[src/rtl/score_seg_scan.sv]
// score_seg_scan: captures a packed BCD score and scans it onto a common-anode seven-segment display
module score_seg_scan #(
   parameter int DIGITS   = 5,
   parameter int SCAN_DIV = 50000
) (
   input  logic                  clk,
   input  logic                  rst_n,
   input  logic [4*DIGITS-1:0]   bcd_in,
   input  logic                  bcd_valid,
   input  logic                  blank_lz,
   output logic [DIGITS-1:0]     an,
   output logic [6:0]            seg
);
   localparam int CW = SCAN_DIV > 1 ? $clog2(SCAN_DIV) : 1;
   localparam int IW = DIGITS > 1 ? $clog2(DIGITS) : 1;
   logic [4*DIGITS-1:0] sh;
   logic [CW-1:0]       cnt;
   logic [IW-1:0]       idx;
   logic [DIGITS-1:0]   blank;
   logic [DIGITS-1:0]   an_d;
   logic [6:0]          seg_d;
   logic [3:0]          dig;
   logic                off;
   logic                zero_run;
   logic                wrap;
   function automatic logic [6:0] dec(input logic [3:0] d);
      case (d)
         4'd0:    dec = 7'h40;
         4'd1:    dec = 7'h79;
         4'd2:    dec = 7'h24;
         4'd3:    dec = 7'h30;
         4'd4:    dec = 7'h19;
         4'd5:    dec = 7'h12;
         4'd6:    dec = 7'h02;
         4'd7:    dec = 7'h78;
         4'd8:    dec = 7'h00;
         4'd9:    dec = 7'h10;
         default: dec = 7'h7F;
      endcase
   endfunction
   assign wrap = cnt == CW'(SCAN_DIV - 1);
   // leading-zero mask from the top digit down, then the selected digit's anode/segment pattern
   always_comb begin
      blank    = '0;
      zero_run = 1'b1;
      for (int i = DIGITS - 1; i >= 1; i--) begin
         zero_run = zero_run && (sh[4*i +: 4] == 4'd0);
         blank[i] = blank_lz && zero_run;
      end
      dig   = sh[{idx, 2'b00} +: 4];
      off   = blank[idx] || (dig > 4'd9);
      an_d  = off ? '1 : ~(DIGITS'(1) << idx);
      seg_d = off ? 7'h7F : dec(dig);
   end
   // shadow capture, slot/digit counters and the single output stage that keeps an one-hot-low
   always_ff @(posedge clk or negedge rst_n) begin
      if (!rst_n) begin
         sh  <= '0;
         cnt <= '0;
         idx <= '0;
         an  <= '1;
         seg <= 7'h7F;
      end else begin
         if (bcd_valid) sh <= bcd_in;
         cnt <= wrap ? '0 : cnt + 1'b1;
         if (wrap) idx <= (idx == IW'(DIGITS - 1)) ? '0 : idx + 1'b1;
         an  <= an_d;
         seg <= seg_d;
      end
   end
endmodule

[config.mk]
export PLATFORM = sky130hd
export DESIGN_NAME = score_seg_scan
export DESIGN_NICKNAME = d
export VERILOG_FILES = /design/src/rtl/score_seg_scan.sv
export SDC_FILE = /design/constraint.sdc
export NUM_CORES = 1
export LEC_CHECK = 0
export CAP_MARGIN = 20
export CORE_ASPECT_RATIO = 1.5
export CORE_MARGIN = 2
export CORE_UTILIZATION = 50
export DETAILED_ROUTE_END_ITERATION = 7
export GPL_TIMING_DRIVEN = 0
export PLACE_DENSITY_LB_ADDON = 0.2
export SYNTH_ARGS = -nofsm -noshare
export SYNTH_HDL_FRONTEND = slang
export SYNTH_SLANG_ARGS = --single-unit
[constraint.sdc]
create_clock -name clk -period 3.1 [get_ports clk]
set_clock_uncertainty 0.05 [all_clocks]
set_input_delay 0.775 -clock clk [delete_from_list [all_inputs] [get_ports clk]]
set_output_delay 0.775 -clock clk [all_outputs]
set_load 0.005 [all_outputs]
==> impl_metrics.toml <==
[timing]
drv_slew = 0
worst_tran_pin_value_ns = 0.584
period_needed_ns = 2.53
setup_ws_ns = 0.566
hold-worst-slack_ns = 0.357
fin_setup_tns_ns = 0
finalHoldViolCount = 0
fmax_mhz = 395
setup_viol = 0
slew_headroom_pct = 61.1
fin_crit_sh_pct = 81.7
grt_setup_unrepaired = "false"

[global_route]
grt_max_degree = 32
first_global_vias = 1761
initial_antenna_violation_count = 0
grt_usage_pct = 18.3
globalRoute.totalOverflow = 0
grt_pass1_wl_um = 8250

[setup_path]
worst_r2r_startpoint = "idx[0]"
cp.arrival_ns = 2.71
crit_path_end_kind = "flop"
timing.critical_path.from = "idx[0]"
timing.critical_path.buf_inv = 2
timing.critical_path.required_ns = 3.28
critical_path.max_fanout = 10
path_cells = "buf_6 > mux4_2 > a22oi_1 > inv_1 > ha_1 > o211ai_4 > nor3b_2 > a31oi_1"
setup.worst_path.class = "flop to flop"
crit_slowest_cell = "sky130_fd_sc_hd__mux4_2"
worst_path_dominant_cell_family = "compound AO/OA/AOI/OAI gates"
worst_setup_path_start_kind = "flop"
worst_path_largest_cell_delay_ns = 0.52

[finish]
layout.nets = 284
finalInstanceArea_mm2 = 0.00306
final_layout_size_suffix_gt1_share_pct = 25.6
syn_to_layout_area_delta_pct = 20.8
fill_cells = 412
final_cells = 316
finish.utilization_pct = 63.2
diodes = 0

[run_status]
result_of_the_run = "finished clean"

[placement]
place.detailed.instances = 308
post-place-ws_ns = 0.590
dp_hpwl_um = 3520
io_buffer_count = 34
dpl-instance-area_mm2 = 0.00297
gp_routability_congestion = 0.900

[clocking]
clk_latency_ns = 0.31
cts_bufs_inserted = 5
ctsRootBufferMaster = "sky130_fd_sc_hd__clkbuf_8"
clk_path_buf_depth = 2
postCtsHoldBufs = 0
post_cts_resized = 0
cts_tree = "yes"
cts_setup_buffers = 0
clk_pin_slew_ns = 0.10
clock_sink_count = 51
cts_max_level = 2

[power]
max-vdd-ir-drop_uv = 310
finalPower_mw = 1.33
p_leak_nw = 1.28
power_density_over_the_cells_mw_per_mm2 = 434

[synthesis]
postSynth.topFlopCell = "sky130_fd_sc_hd__dfrtp_1"
synth_enable_flop_cells = 0
synth.area.top_cells = "sky130_fd_sc_hd__dfrtp_1 (38%), sky130_fd_sc_hd__dfstp_2 (12%), sky130_fd_sc_hd__mux2_2 (9.8%), sky130_fd_sc_hd__ha_1 (5.4%), sky130_fd_sc_hd__nand3_1 (2.8%)"
ys_ff_latch = 51
synthMostInstantiatedCell = "sky130_fd_sc_hd__dfrtp_1"
mapped_cells = 207
post_synth_most_frequent_cells = "sky130_fd_sc_hd__dfrtp_1 (39), sky130_fd_sc_hd__mux2_2 (22), sky130_fd_sc_hd__nand2_1 (14), sky130_fd_sc_hd__nand3_1 (14), sky130_fd_sc_hd__dfstp_2 (12)"
synth-async-reset-ratio_pct = 100
syn-num-nets = 242
synth_area_mm2 = 0.00254
synth.yosys.seq_area_share_pct = 50.9
proportion_of_netlist_area_held_by_the_largest_area_contributor_pct = 38.5
synthesized_area_divided_by_synthesized_cell_count_um2 = 12.3
yosys_warnings = 0
synth_top_cell_by_area = "sky130_fd_sc_hd__dfrtp_1"
synth_cell_types = 49

[worst_hold_path]
hold_path.class = "input port to asynchronous set/reset pin"

[routing]
detailedRoute.firstPassIterationCount = 4
wirelength_um = 4660
drt.antenna.violating_nets = 0
post_drt_via_cell_ratio = 5.41
drcViolationCount = 0
detail_route.iter0.violations = 42
avgRoutedWirePerCell_um = 14.7
vias = 1711

[die]
chipHeight_um = 91.2
die_area_mm2 = 0.00567
core-area_mm2 = 0.00485
start_util_pct = 52.3
placementRows = 31
die_x_um = 62.2
io-pin-count = 36

[flow_run]
maxCapViolations = 0
## per-layer routing
metal,wire [µm],GRT usage [%],vias up
met5,0,0,-
met4,92,7.41,0
met1,2010,22.5,845
li1,-,-,822
met2,2420,31.7,36
met3,136,3.35,8
## final cells by class
cell class | count | area (µm²) | area share, %
inverter | 6 | 22.5 | 0.735
multi-input combinational | 142 | 1160 | 37.8
sequential | 51 | 1290 | 42.2
buffer | 8 | 63.8 | 2.08
timing repair buffer | 35 | 355 | 11.6
clock inverter | 3 | 20.0 | 0.654
clock buffer | 5 | 68.8 | 2.25
tap | 66 | 82.6 | 2.70
## cells in the final DEF, fill, tap and decap left out, types with 4 or more instances in the layout
cell / synthesis / final
sky130_fd_sc_hd__clkdlybuf4s50_1: 0 / 33
sky130_fd_sc_hd__dfrtp_1: 39 / 39
sky130_fd_sc_hd__nor2_1: 11 / 11
sky130_fd_sc_hd__nor3_1: 4 / 4
sky130_fd_sc_hd__xor2_1: 6 / 6
sky130_fd_sc_hd__xnor2_1: 8 / 8
sky130_fd_sc_hd__nand2_1: 14 / 14
sky130_fd_sc_hd__a21oi_1: 4 / 4
sky130_fd_sc_hd__dfstp_2: 12 / 12
sky130_fd_sc_hd__nand3_1: 14 / 14
sky130_fd_sc_hd__clkbuf_8: 1 / 6
sky130_fd_sc_hd__ha_1: 11 / 11
sky130_fd_sc_hd__inv_1: 5 / 5
sky130_fd_sc_hd__mux2_2: 22 / 22
## flip-flops by register name, summed over array words and instances (netlist names)
| signal | count |
|---|---|
| sh | 20 |
| idx | 3 |
| an | 5 |
| cnt | 16 |
| seg | 7 |
## cell families (layout without fill, tap and decap cells)
| group | Yosys count | in the layout | share of synthesized area [%] |
|---|---|---|---|
| multiplexers | 28 | 28 | 13.0 |
| buffers and inverters | 14 | 57 | 3.40 |
| AND/OR/NAND/NOR | 62 | 62 | 13.4 |
| adder cells (fa/ha/maj) | 11 | 11 | 5.43 |
| XOR/XNOR | 14 | 14 | 4.83 |
| flip-flops | 51 | 51 | 50.9 |
| AO/OA/AOI/OAI | 27 | 27 | 8.98 |
## power by group
part           switching (mW)  internal, mW
registers              0.0268         0.720
clock network           0.224         0.157
logic                  0.0828         0.120
## path summary, 6_finish.rpt
path | to | slack [ns] | cells after the start
setup / recovery | seg[6] | 0.57 | 8
hold / removal | sh[18] | 0.36 | 1
setup reg to reg | seg[6] | 0.57 | 8
hold reg to reg | cnt[7] | 0.45 | 1
max in group asynchronous | sh[15] | 2.12 | 2
min in group clk | cnt[7] | 0.45 | 1
(Power assumes the default switching activity.)
